**config.mk**
```make
export PLATFORM = sky130hd
export DESIGN_NAME = calc1_port_responder_flat
export DESIGN_NICKNAME = d
export VERILOG_FILES = /design/src/rtl/calc1_port_responder_if.sv /design/src/rtl/calc1_port_responder.sv /design/src/flat_wrapper.sv
export SDC_FILE = /design/constraint.sdc
export NUM_CORES = 1
export LEC_CHECK = 0
export CAP_MARGIN = 20
export CORE_UTILIZATION = 55
export CTS_BUF_LIST = sky130_fd_sc_hd__clkbuf_8
export DETAILED_ROUTE_END_ITERATION = 8
export PLACE_DENSITY = 0.73
export SKIP_LAST_GASP = 1
export SLEW_MARGIN = 10
export SYNTH_ARGS = -nofsm -noshare
export SYNTH_HDL_FRONTEND = slang
export SYNTH_SLANG_ARGS = --single-unit
```
**constraint.sdc**
```tcl
create_clock -name c_clk -period 12.3 [get_ports c_clk]
set_clock_uncertainty 0.05 [all_clocks]
set_input_delay 3.69 -clock c_clk [delete_from_list [all_inputs] [get_ports c_clk]]
set_output_delay 3.69 -clock c_clk [all_outputs]
set_load 0.02 [all_outputs]
```
**src/rtl/calc1_port_responder_if.sv**
```systemverilog
// calc1 request-port bundle: command/operands toward the responder, response/status back.
// DROP_W sizes the dropped-command counter and must match the responder instance.
interface calc1_port_responder_if #(
  parameter int DROP_W = 8
);
  logic [0:3]        req_cmd_in;
  logic [0:31]       req_data_in;
  logic [0:1]        out_resp;
  logic [0:31]       out_data;
  logic              busy;
  logic [DROP_W-1:0] drop_cnt;

  modport master (
    output req_cmd_in, req_data_in,
    input  out_resp, out_data, busy, drop_cnt
  );

  modport slave (
    input  req_cmd_in, req_data_in,
    output out_resp, out_data, busy, drop_cnt
  );
endinterface

```
**src/rtl/calc1_port_responder.sv**
```systemverilog
// calc1 responder port: command+op1, then op2, then LATENCY execute cycles, then a 1-cycle response.
// No backpressure: commands seen while busy are discarded and counted in drop_cnt (saturating).
module calc1_port_responder #(
  parameter int LATENCY = 3,
  parameter int DROP_W  = 8
) (
  input logic                   c_clk,
  input logic                   reset,
  calc1_port_responder_if.slave bus
);

  typedef enum logic [1:0] {IDLE, OPND2, EXEC, RESP} state_t;

  localparam logic [3:0] LAT_M1 = 4'(LATENCY - 1);

  localparam logic [0:3] CMD_ADD = 4'd1;
  localparam logic [0:3] CMD_SUB = 4'd2;
  localparam logic [0:3] CMD_LSH = 4'd5;
  localparam logic [0:3] CMD_RSH = 4'd6;

  state_t            r_state;
  logic [0:3]        r_cmd;
  logic [0:31]       r_op1;
  logic [0:31]       r_op2;
  logic [3:0]        r_cnt;
  logic [0:1]        r_out_resp;
  logic [0:31]       r_out_data;
  logic [DROP_W-1:0] r_drop_cnt;

  logic [32:0]       w_sum;
  logic [0:1]        w_code;
  logic [0:31]       w_res;
  logic              w_drop_hit;

  assign w_sum      = {1'b0, r_op1} + {1'b0, r_op2};
  assign w_drop_hit = (r_state != IDLE) && (bus.req_cmd_in != 4'd0);

  // Operands are stable from the OPND2 edge on, so the result is ready long before it is copied out.
  always_comb begin
    w_code = 2'd3;
    w_res  = '0;
    case (r_cmd)
      CMD_ADD: begin
        if (w_sum[32]) begin
          w_code = 2'd2;
        end else begin
          w_code = 2'd1;
          w_res  = w_sum[31:0];
        end
      end
      CMD_SUB: begin
        if (r_op2 > r_op1) begin
          w_code = 2'd2;
        end else begin
          w_code = 2'd1;
          w_res  = r_op1 - r_op2;
        end
      end
      CMD_LSH: begin
        w_code = 2'd1;
        w_res  = r_op1 << r_op2[27:31];
      end
      CMD_RSH: begin
        w_code = 2'd1;
        w_res  = r_op1 >> r_op2[27:31];
      end
      default: begin
        w_code = 2'd3;
        w_res  = '0;
      end
    endcase
  end

  always_ff @(posedge c_clk or negedge reset) begin
    if (!reset) begin
      r_state    <= IDLE;
      r_cmd      <= '0;
      r_op1      <= '0;
      r_op2      <= '0;
      r_cnt      <= '0;
      r_out_resp <= '0;
      r_out_data <= '0;
      r_drop_cnt <= '0;
    end else begin
      if (w_drop_hit && (r_drop_cnt != {DROP_W{1'b1}})) begin
        r_drop_cnt <= r_drop_cnt + 1'b1;
      end
      case (r_state)
        IDLE: begin
          if (bus.req_cmd_in != 4'd0) begin
            r_cmd   <= bus.req_cmd_in;
            r_op1   <= bus.req_data_in;
            r_state <= OPND2;
          end
        end
        OPND2: begin
          r_op2   <= bus.req_data_in;
          r_cnt   <= LAT_M1;
          r_state <= EXEC;
        end
        EXEC: begin
          if (r_cnt == 4'd0) begin
            r_out_resp <= w_code;
            r_out_data <= w_res;
            r_state    <= RESP;
          end else begin
            r_cnt <= r_cnt - 4'd1;
          end
        end
        RESP: begin
          r_out_resp <= '0;
          r_out_data <= '0;
          r_state    <= IDLE;
        end
        default: r_state <= IDLE;
      endcase
    end
  end

  assign bus.out_resp = r_out_resp;
  assign bus.out_data = r_out_data;
  assign bus.busy     = (r_state != IDLE);
  assign bus.drop_cnt = r_drop_cnt;

endmodule

```
**src/flat_wrapper.sv**
```systemverilog
// flat-port wrapper written by rule: the top's interface ports become plain ports
module calc1_port_responder_flat 
#(
  parameter int LATENCY = 3,
  parameter int DROP_W  = 8
)
  (c_clk, reset, bus_req_cmd_in, bus_req_data_in, bus_out_resp, bus_out_data, bus_busy, bus_drop_cnt);
  calc1_port_responder_if #(.DROP_W(DROP_W)) bus_i ();
  input logic c_clk;
  input logic reset;
  input wire logic [$bits(bus_i.req_cmd_in)-1:0] bus_req_cmd_in;
  input wire logic [$bits(bus_i.req_data_in)-1:0] bus_req_data_in;
  output wire logic [$bits(bus_i.out_resp)-1:0] bus_out_resp;
  output wire logic [$bits(bus_i.out_data)-1:0] bus_out_data;
  output wire logic [$bits(bus_i.busy)-1:0] bus_busy;
  output wire logic [$bits(bus_i.drop_cnt)-1:0] bus_drop_cnt;
  assign bus_i.req_cmd_in = bus_req_cmd_in;
  assign bus_i.req_data_in = bus_req_data_in;
  assign bus_out_resp = bus_i.out_resp;
  assign bus_out_data = bus_i.out_data;
  assign bus_busy = bus_i.busy;
  assign bus_drop_cnt = bus_i.drop_cnt;
  calc1_port_responder #(.LATENCY(LATENCY), .DROP_W(DROP_W)) u_core (.c_clk(c_clk), .reset(reset), .bus(bus_i));
endmodule
```
# Yosys cells after proc, flatten, opt, wreduce, memory -nomap -nowiden
# Index checks and enable logic that the tools add are counted.
[totals] ff_bits=116 input_bits=38 out_inout_bits=43 word_cells=54
[op_classes] addsub=4 n_lt_le_gt_ge=1 eq_ne=11 shifts=2 muxes=15 reduce_logical=13
[ops] cell="case mux 32 bit (4 select lines)" n=1
[ops] cell="two-way mux 32 bit" n=3
[ops] cell="case mux 32 bit (2 select lines)" n=1
[ops] cell="adder 32 x 32 -> 33 bit" n=1
[ops] cell="> comparator 32 bit" n=1
[ops] cell="left shift 32 x 5 -> 32 bit" n=1
[ops] cell="right shift 32 x 5 -> 32 bit" n=1
[ops] cell="subtractor 32 bit" n=1
[ops] cell="two-way mux 2 bit" n=5
[ops] cell="adder 8 x 1 -> 8 bit, second input constant" n=1
[ops] cell="== test 4 x 3 -> 1 bit, second input constant" n=2
[ops] cell="inequality test 8 bit, second input constant" n=1
[ops] cell="case mux 2 bit (4 select lines)" n=1
[ops] cell="case mux 4 bit (2 select lines)" n=1
[ops] cell="AND reduction 2 bit" n=4
[ops] cell="case mux 2 bit (3 select lines)" n=1
[ops] cell="nonzero test 2 bit" n=3
[ops] cell="== test 2 bit, second input constant" n=2
[ops] cell="== test 4 x 1 -> 1 bit, second input constant" n=1
[ops] cell="== test 4 x 2 -> 1 bit, second input constant" n=1
[ops] cell="zero test 4 bit" n=1
[ops] cell="two-way mux 4 bit" n=1
[ops] cell="inequality test 2 x 1 -> 1 bit, second input constant" n=2
[ops] cell="case mux 2 bit (2 select lines)" n=1
[ops] cell="7 further kinds" n=8

# Logic depth before layout (Yosys ltp)
# Gate-level depths: netlist of run 1.
[logic_depth] word_depth=5 ltp_mapped=15 ltp_nobuf=12

# Worst setup path before layout of run 1
# Ideal clock, no wire load.
[synth_path] path_kind="input to register" start="input bus_req_cmd_in[1]" end="register u_core.r_op1[10] (netlist bit)" setup_time_ps=125 arrival_ps=5184 t_required_ps=12125 path_slack_ps=6942 cell_stages=5 path_buffers=2 cell_sequence="nor4_1 -> nand2b_1 -> clkbuf_1 -> buf_1 -> mux2_2"
[synth_between] elab_chain_cells=2
[synth_lines] element="start: declaration" line="flat_wrapper.sv:11" text="input wire logic [$bits(bus_i.req_cmd_in)-1:0] bus_req_cmd_in;"
[synth_lines] element="nonzero test 4 bit" line="calc1_port_responder.sv:90" text="if (bus.req_cmd_in != 4'd0) begin"
[synth_lines] element="AND reduction 2 bit (no source line)"
[synth_lines] element="end signal: assignment" line="calc1_port_responder.sv:92" text="r_op1 <= bus.req_data_in;"
[synth_lines] element="end: declaration" line="calc1_port_responder.sv:23" text="logic [0:31] r_op1;"
# No other way between the ends.
# A chain may end at the register's enable or synchronous reset.

# Worst setup path after layout of run 1
[layout_path] start="register u_core.r_state[0]" end="output bus_busy"
[layout_between] elab_chain_cells=1
[layout_lines] element="start: declaration" line="calc1_port_responder.sv:21" text="state_t r_state;"
[layout_lines] element="start signal: assignment" line="calc1_port_responder.sv:76" text="r_state <= IDLE;"
[layout_lines] element="start signal: assignment" line="calc1_port_responder.sv:93" text="r_state <= OPND2;"
[layout_lines] element="start signal: assignment" line="calc1_port_responder.sv:99" text="r_state <= EXEC;"
[layout_lines] element="nonzero test 2 bit" line="calc1_port_responder.sv:122" text="assign bus.busy = (r_state != IDLE);"
[layout_lines] element="end: declaration" line="flat_wrapper.sv:15" text="output wire logic [$bits(bus_i.busy)-1:0] bus_busy;"
# No other way between the ends.

==> run_results.csv, run 1 <==
group,metric,value,unit
status,outcome,"completed",
yosys,synth_edf_count,0,
floorplanning,core,21200,um^2
routing,avgViaCountPerCell,6.83,
timing,tns,0,ns
clocking,cts_buffer_depth,2,
yosys,synth_nets,1595,
global_route,grt_pass1_vias,11387,
yosys,synth-async-reset-ratio,100,%
global_route,antenna_found_initial,0,
routing,drt_iter0_markers,1391,
yosys,yosysMostFrequentCell,"nand2_1",
yosys,synth_top_cell_by_area,"dfrtp_1",
yosys,synth_seq_cells,116,
critical_path,path_buf_inv,3,
timing,max_freq,175,MHz
timing,hold_violations,0,
routing,remaining_drc_errors,0,
timing,min_period,5.73,ns
critical_path,setup.worst_path.end_class,"output port",
job,cap_violations,0,
yosys,synth_area,11900,um^2
clocking,clkLatencyLatePin,0.47,ns
critical_path,r2r_cells,13,
critical_path,r2r_slack,7.34,ns
clocking,post_cts_buffers,0,
min_path,min_path_cells,1,
final_layout,layout.nets,1612,
yosys,syn_inst,1482,
clocking,hold_buffers,0,
timing,tightest_slew,1.11,ns
final_layout,regArea,2910,um^2
floorplanning,design.portCount,81,
critical_path,start_kind,"flip-flop",
critical_path,path_depth,4,
critical_path,cp_top_family,"buffers and inverters",
yosys,synth_common_cells,"nand2_1 (139), o21ai_0 (125), a21oi_1 (121), nor2_1 (121), dfrtp_1 (116)",
global_route,grt_max_degree,81,
critical_path,crit_slowest_cell,"clkdlybuf4s50_1",
routing,dr_total_vias,12202,
global_route,grt_overflow,0,
yosys,synth_cell_type_count,84,
clocking,clkTransAtPathRegs,0.09,ns
clocking,numCtsBuffers,17,
yosys,synth_top_area_share,24.3,%
yosys,seq_area_frac_synth,24.3,%
timing,finalSetupViolCount,0,
floorplanning,start_util,56.4,%
floorplanning,chipWidth,149,um
timing,fin_crit_sh,46.6,%
final_layout,num-fill-cells,1914,
routing,antenna_left,0,
critical_path,cp.required,8.56,ns
yosys,syn_avg_cell_area,8.05,um^2
timing,maxSlewHeadroom,26.2,%
min_path,hold_path_end,"u_core.bus.drop_cnt[6]$_DFFE_PN0P_",
critical_path,cp_slowest_stage_delay,0.61,ns
critical_path,rr_startpoint,"u_core.r_op2[31]$_DFFE_PN0P_",
place,io_buffer_count,80,
clocking,clockRootBuffer,"clkbuf_8",
min_path,worstHoldStart,"u_core.bus.drop_cnt[6]$_DFFE_PN0P_",
floorplanning,die_h,149,um
global_route,grtUsageTotal,39.6,%
clocking,numClockSinks,116,
clocking,cts_tree,"built",
yosys,ys.warnings.count,0,
routing,wirelength,43100,um
yosys,synth-main-ff-cell,"dfrtp_1",
routing,drt-pass1-iter-count,8,
critical_path,cp_cell_sequence,"inv_1 -> ha_1 -> inv_1 -> clkdlybuf4s50_1",
final_layout,area_growth,11.0,%
final_layout,multi_input_area,8260,um^2
timing,rsz0062_at_grt,"no",
final_layout,diodes,0,
final_layout,drive_gt1_share,10.7,%
critical_path,cp.arrival,1.99,ns
critical_path,cp_max_fo,8,
min_path,hold_path_class,"reg -> reg",
place,gp_congestion,0.996,
floorplanning,placementRows,53,
global_route,grt_pass1_wl,67300,um
clocking,h-tree-depth,4,
critical_path,crit_type,"reg -> out",
floorplanning,die_area,22300,um^2
place,place_hpwl,31500,um
yosys,synth_area_leaders,"dfrtp_1 (24%), ha_1 (7.7%), mux2i_1 (6.0%)",
routing,wl_per_cell,24.1,um
critical_path,r2r_end,"u_core.bus.out_data[6]$_DFFE_PN0P_",
timing,finalMaxSlewViolations,0,
clocking,ctsResizeCount,0,
critical_path,cp_common_cell,"inv_1",
flip-flops by register name, indices dropped and copies added, names as in the netlist:
signal,count
u_core.bus.out_data,32
u_core.r_op1,32
u_core.r_op2,32
u_core.bus.drop_cnt,8
u_core.r_cmd,4
u_core.r_cnt,4
u_core.bus.out_resp,2
u_core.r_state,2
metal layers:
metal / track usage, % / part of all wire (%) / vias to the layer above
met2: 62.2 / 45 / 740
li1: - / - / 5543
met4: 18.3 / 5.0 / 0
met5: 0 / 0 / -
met1: 54.4 / 42 / 5781
met3: 4.86 / 8.6 / 138
worst max-delay path by stage:
stage	startpoint	endpoint	slack, ns
after floorplan	bus_req_cmd_in[1]	u_core.r_op1[10]$_DFFE_PN0P_	6.94
after global placement	bus_req_cmd_in[1]	u_core.r_op1[25]$_DFFE_PN0P_	6.24
after detailed placement	bus_req_cmd_in[1]	u_core.r_op1[22]$_DFFE_PN0P_	6.21
after CTS	u_core.r_state[0]$_DFFE_PN0P_	bus_busy	6.57
after global routing	bus_req_cmd_in[1]	u_core.r_op1[25]$_DFFE_PN0P_	6.46
final	u_core.r_state[0]$_DFFE_PN0P_	bus_busy	6.57
kinds of logic after synthesis:
family | share of synthesized area, %
compound gates | 29.6
xor+xnor | 1.25
fa+ha+maj | 7.99
buf+inv | 6.59
flops | 24.3
mux | 14.6
simple gates | 15.6
layout by cell type, fill, tap and decap left out, types with 13 or more instances in the layout:
cell             instances
mux2i_1                 71
nor3_1                  31
mux4_2                  20
nor2_1                 120
o21bai_1                13
a221oi_1                13
nand3_1                 20
a211oi_1                22
nand2b_1                15
o31ai_1                 14
nand2_1                139
mux2_2                  52
clkdlybuf4s50_1         79
dfrtp_1                112
ha_1                    72
a21oi_1                121
o211ai_1                19
clkbuf_8                18
xnor2_1                 13
buf_4                   21
o21ai_1                 13
inv_1                   89
nor2b_1                 13
o22ai_1                 14
o21ai_0                124
a31oi_1                 27
layout make-up:
cell class / count / share of cell area (%)
Sequential cell: 116 / 22.0
Timing Repair Buffer: 102 / 7.24
Tap cell: 275 / 2.60
Clock inverter: 14 / 1.32
Clock buffer: 18 / 1.87
Inverter: 91 / 2.58
Multi-Input combinational cell: 1171 / 62.4
metrics by stage:
step	cell area (um^2)	std cells	hold slack, ns	utilization (%)	setup WS [ns]
2_1_floorplan	11900	1482	0.430	-	6.94
3_3_place_gp	12800	1753	0.418	60.5	6.24
3_5_place_dp	12800	1753	0.429	60.5	6.21
4_1_cts	13200	1785	0.457	62.5	6.57
5_1_grt	13200	1787	0.479	62.6	6.46
6_report	13200	1787	0.456	62.6	6.57
Power of run 1 is left out: the tool's default activity adds up to more than one toggle a clock period on the data nets, which glitch-free logic cannot reach.
==> inputs of run 2 (changes only) <==
==> constraint.sdc (replaced) <==
create_clock -name c_clk -period 5.6 [get_ports c_clk]
set_clock_uncertainty 0.05 [all_clocks]
set_input_delay 1.68 -clock c_clk [delete_from_list [all_inputs] [get_ports c_clk]]
set_output_delay 1.68 -clock c_clk [all_outputs]
set_load 0.02 [all_outputs]
==> run 2 against run 1 <==
  * Sequential share of layout area about the same
  * Worst setup slack worse by 5.3 ns
  * Routed wire length up 2.7%
  * Critical path depth up 6
  * Cell area about the same
  * Worst hold slack worse by 0.0083 ns
==> run_results.csv, run 2 (synthesis results as in run 1) <==
group,metric,value,unit
status,outcome,"completed",
critical_path,crit_type,"reg -> reg",
clocking,numClockSinks,116,
place,io_buffer_count,80,
clocking,clkTransAtPathRegs,0.08,ns
clocking,h-tree-depth,4,
timing,hold-worst-slack,0.448,ns
routing,avgViaCountPerCell,6.92,
final_layout,mostFrequentLayoutCell,"nand2_1",
critical_path,cp_max_fo,15,
floorplanning,chipWidth,149,um
timing,tightest_slew,1.05,ns
timing,fin_crit_sh,76.6,%
timing,max_freq,233,MHz
floorplanning,die_area,22300,um^2
place,gp_congestion,1.01,
global_route,grt_pass1_wl,67300,um
floorplanning,design.portCount,81,
final_layout,utilization,62.6,%
routing,drt-pass1-iter-count,6,
clocking,hold_buffers,0,
clocking,cts_buffer_depth,2,
timing,rsz0062_at_grt,"no",
clocking,clockRootBuffer,"clkbuf_8",
global_route,grt_overflow,0,
min_path,hold_path_class,"reg -> reg",
routing,antenna_left,0,
clocking,post_cts_buffers,0,
final_layout,num-fill-cells,1873,
final_layout,layout.nets,1614,
critical_path,start_kind,"flip-flop",
critical_path,setup.worst_path.end_class,"flip-flop",
critical_path,rr_startpoint,"u_core.r_op1[22]$_DFFE_PN0P_",
critical_path,crit_slowest_cell,"nor2_1",
routing,dr_total_vias,12377,
routing,remaining_drc_errors,0,
clocking,ctsResizeCount,0,
timing,maxSlewHeadroom,28.3,%
critical_path,r2r_cells,10,
final_layout,multi_input_area,8260,um^2
global_route,antenna_found_initial,1,
clocking,cts_tree,"built",
final_layout,fin_cells,1789,
min_path,worstHoldStart,"u_core.bus.out_data[25]$_DFFE_PN0P_",
place,place_hpwl,33000,um
timing,min_period,4.29,ns
final_layout,area_growth,11.0,%
critical_path,cp.arrival,4.58,ns
final_layout,drive_gt1_share,10.8,%
routing,wirelength,44300,um
job,cap_violations,0,
critical_path,r2r_end,"u_core.bus.out_data[4]$_DFFE_PN0P_",
place,dp.cells,1757,
critical_path,cp_slowest_stage_delay,0.85,ns
timing,finalMaxSlewViolations,0,
clocking,numCtsBuffers,17,
critical_path,cp_cell_sequence,"ha_1 -> inv_1 -> a21oi_1 -> o311ai_1 -> o21ai_2 -> a31oi_2 -> o311a_4 -> nor2_1 -> o21ai_0 -> a222oi_1",
timing,tns,0,ns
floorplanning,placementRows,53,
critical_path,r2r_slack,1.31,ns
routing,wl_per_cell,24.8,um
global_route,grtUsageTotal,40.0,%
final_layout,final_cell_mix,"nand2_1 (139), o21ai_0 (124), a21oi_1 (121), nor2_1 (120), dfrtp_1 (112)",
min_path,min_path_cells,2,
critical_path,cp.required,5.89,ns
floorplanning,die_h,149,um
final_layout,diodes,0,
routing,drt_iter0_markers,1324,
floorplanning,core,21200,um^2
min_path,hold_path_end,"u_core.bus.out_data[25]$_DFFE_PN0P_",
timing,hold_violations,0,
clocking,clkLatencyLatePin,0.47,ns
final_layout,regArea,2910,um^2
global_route,grt_pass1_vias,11442,
timing,finalSetupViolCount,0,
global_route,grt_max_degree,80,
floorplanning,start_util,56.4,%
==> run 2: critical path, delay by kind of cell (launching register included) <==
family,cells,cell delay (ns)
buffers and inverters,1,0.15
flip-flops,1,0.60
AO/OA/AOI/OAI,7,1.93
AND/OR/NAND/NOR,1,0.85
adder cells (fa/ha/maj),1,0.59
==> run 2: per-stage QoR <==
stage / worst slack, ns / instance area, um^2
after detailed placement: 1.42 / 12800
after global routing: 1.10 / 13200
after global placement: 1.50 / 12800
after floorplan: 1.67 / 11900
final: 1.31 / 13200
after CTS: 1.40 / 13200
==> run 2: how the worst max path moves through the flow <==
stage / slack (ns) / cells after the start / endpoint / from
detailed placement: 1.42 / 10 / u_core.bus.out_data[4]$_DFFE_PN0P_ / u_core.r_op1[22]$_DFFE_PN0P_
global route: 1.10 / 10 / u_core.bus.out_data[6]$_DFFE_PN0P_ / u_core.r_op1[22]$_DFFE_PN0P_
CTS: 1.40 / 10 / u_core.bus.out_data[4]$_DFFE_PN0P_ / u_core.r_op1[22]$_DFFE_PN0P_
finish: 1.31 / 10 / u_core.bus.out_data[4]$_DFFE_PN0P_ / u_core.r_op1[22]$_DFFE_PN0P_
floorplan: 1.67 / 14 / u_core.bus.out_data[4]$_DFFE_PN0P_ / u_core.r_op2[30]$_DFFE_PN0P_
global placement: 1.50 / 10 / u_core.bus.out_data[4]$_DFFE_PN0P_ / u_core.r_op1[22]$_DFFE_PN0P_
==> run 2: layout make-up <==
class,count,share of cell area [%]
clock inverter,14,1.22
inverter,91,2.58
sequential,116,22.0
clock buffer,18,1.87
timing repair buffer,104,7.39
multi-input combinational,1171,62.4
tap,275,2.60
==> run 2: metal layers <==
metal	up-vias	global-route usage [%]	wire length, um
li1	5558	-	-
met1	5901	50.5	17200
met2	752	63.3	20000
met3	164	8.29	4410
met4	2	23.2	2710
met5	-	0	13
Power of run 2 is left out for the same reason.
==> inputs of run 3 (changes only) <==
==> constraint.sdc (replaced) <==
create_clock -name c_clk -period 4.4 [get_ports c_clk]
set_clock_uncertainty 0.05 [all_clocks]
set_input_delay 1.32 -clock c_clk [delete_from_list [all_inputs] [get_ports c_clk]]
set_output_delay 1.32 -clock c_clk [all_outputs]
set_load 0.02 [all_outputs]
==> run 3 against run 2 <==
  * Die area unchanged
  * Routed wire length decreased by 0.54%
  * Register-to-register slack got worse by 0.96 ns
==> run_results.csv, run 3 (synthesis results as in run 1) <==
group,metric,value,unit
status,outcome,"completed",
final_layout,mostFrequentLayoutCell,"nand2_1",
place,gp_congestion,1.01,
clocking,clockRootBuffer,"clkbuf_8",
final_layout,area_growth,12.7,%
clocking,clkTransAtPathRegs,0.10,ns
global_route,grt_overflow,0,
timing,hold_violations,0,
routing,antenna_left,0,
final_layout,layout.nets,1630,
critical_path,cp.required,4.70,ns
floorplanning,design.portCount,81,
routing,dr_total_vias,12432,
clocking,h-tree-depth,4,
floorplanning,die_h,149,um
final_layout,drive_gt1_share,11.8,%
timing,fin_crit_sh,92.1,%
final_layout,fin_cells,1806,
floorplanning,start_util,56.4,%
final_layout,final_cell_mix,"nand2_1 (139), o21ai_0 (124), a21oi_1 (121), nor2_1 (120), dfrtp_1 (112)",
place,dp.cells,1772,
routing,wl_per_cell,24.4,um
global_route,grt_pass1_wl,68200,um
floorplanning,placementRows,53,
place,place_hpwl,32400,um
clocking,cts_buffer_depth,2,
floorplanning,chipWidth,149,um
routing,avgViaCountPerCell,6.88,
timing,finalMaxSlewViolations,0,
critical_path,cp_max_fo,9,
timing,rsz0062_at_grt,"no",
routing,wirelength,44100,um
critical_path,cp.arrival,4.36,ns
timing,hold-worst-slack,0.461,ns
timing,tns,0,ns
clocking,numClockSinks,116,
timing,max_freq,247,MHz
job,cap_violations,0,
timing,tightest_slew,1.08,ns
clocking,clkLatencyLatePin,0.47,ns
floorplanning,die_area,22300,um^2
clocking,ctsResizeCount,0,
timing,finalSetupViolCount,0,
min_path,hold_path_class,"reg -> reg",
critical_path,start_kind,"flip-flop",
routing,drt-pass1-iter-count,9,
timing,min_period,4.05,ns
routing,remaining_drc_errors,0,
global_route,grt_pass1_vias,11589,
timing,maxSlewHeadroom,27.1,%
global_route,grtUsageTotal,40.3,%
global_route,grt_max_degree,79,
global_route,antenna_found_initial,0,
critical_path,crit_type,"reg -> reg",
clocking,post_cts_buffers,0,
routing,drt_iter0_markers,1791,
place,io_buffer_count,80,
final_layout,num-fill-cells,1870,
clocking,hold_buffers,0,
clocking,cts_tree,"built",
critical_path,setup.worst_path.end_class,"flip-flop",
clocking,numCtsBuffers,17,
floorplanning,core,21200,um^2
-- run 3: path summary, 6_finish.rpt --
path	from	end	slack, ns	cells after the start
max in group asynchronous	reset	u_core.r_op2[0]$_DFFE_PN0P_	2.62	2
max reg2reg	u_core.r_op2[27]$_DFFE_PN0P_	u_core.bus.out_data[4]$_DFFE_PN0P_	0.35	10
min	u_core.bus.drop_cnt[7]$_DFFE_PN0P_	u_core.bus.drop_cnt[7]$_DFFE_PN0P_	0.46	1
min in group asynchronous	reset	u_core.r_op2[21]$_DFFE_PN0P_	0.81	1
min reg2reg	u_core.bus.drop_cnt[7]$_DFFE_PN0P_	u_core.bus.drop_cnt[7]$_DFFE_PN0P_	0.46	1
max	u_core.r_op2[27]$_DFFE_PN0P_	u_core.bus.out_data[4]$_DFFE_PN0P_	0.35	10
-- run 3: per-stage QoR --
step	area [um^2]	util, %	worst slack [ns]
floorplan	11900	-	0.472
finish	13400	63.6	0.347
detailed placement	13000	61.3	0.493
CTS	13400	63.5	0.471
global placement	13000	61.3	0.422
global route	13400	63.6	0.192
-- run 3: cell type report --
class	instances	area (um^2)	area share, %
clock inverter	13	218	1.62
tap	275	344	2.56
clock buffer	19	262	1.94
inverter	91	342	2.54
multi-input combinational	1171	8260	61.4
antenna	1	2.50	0.0186
timing repair buffer	120	1110	8.24
sequential	116	2910	21.6
-- run 3: per-layer routing --
layer / part of all wire, % / vias up / global-route usage, %
met5: 0 / - / 0
met4: 5.5 / 0 / 20.7
met3: 9.6 / 121 / 7.74
met2: 43 / 780 / 61.3
met1: 42 / 5949 / 54.2
li1: - / 5582 / -
-- run 3: worst max-delay path, cell delays in order (launching register included) --
cell and delay [ns]:
dfrtp_1 0.50, inv_1 0.19, ha_1 0.44, a21oi_1 0.43
a32oi_1 0.24, a21oi_2 0.32, o21bai_1 0.19, a221oi_1 0.68
o21ai_0 0.40, o211a_1 0.31, a222oi_1 0.20
Power of run 3 is left out for the same reason.
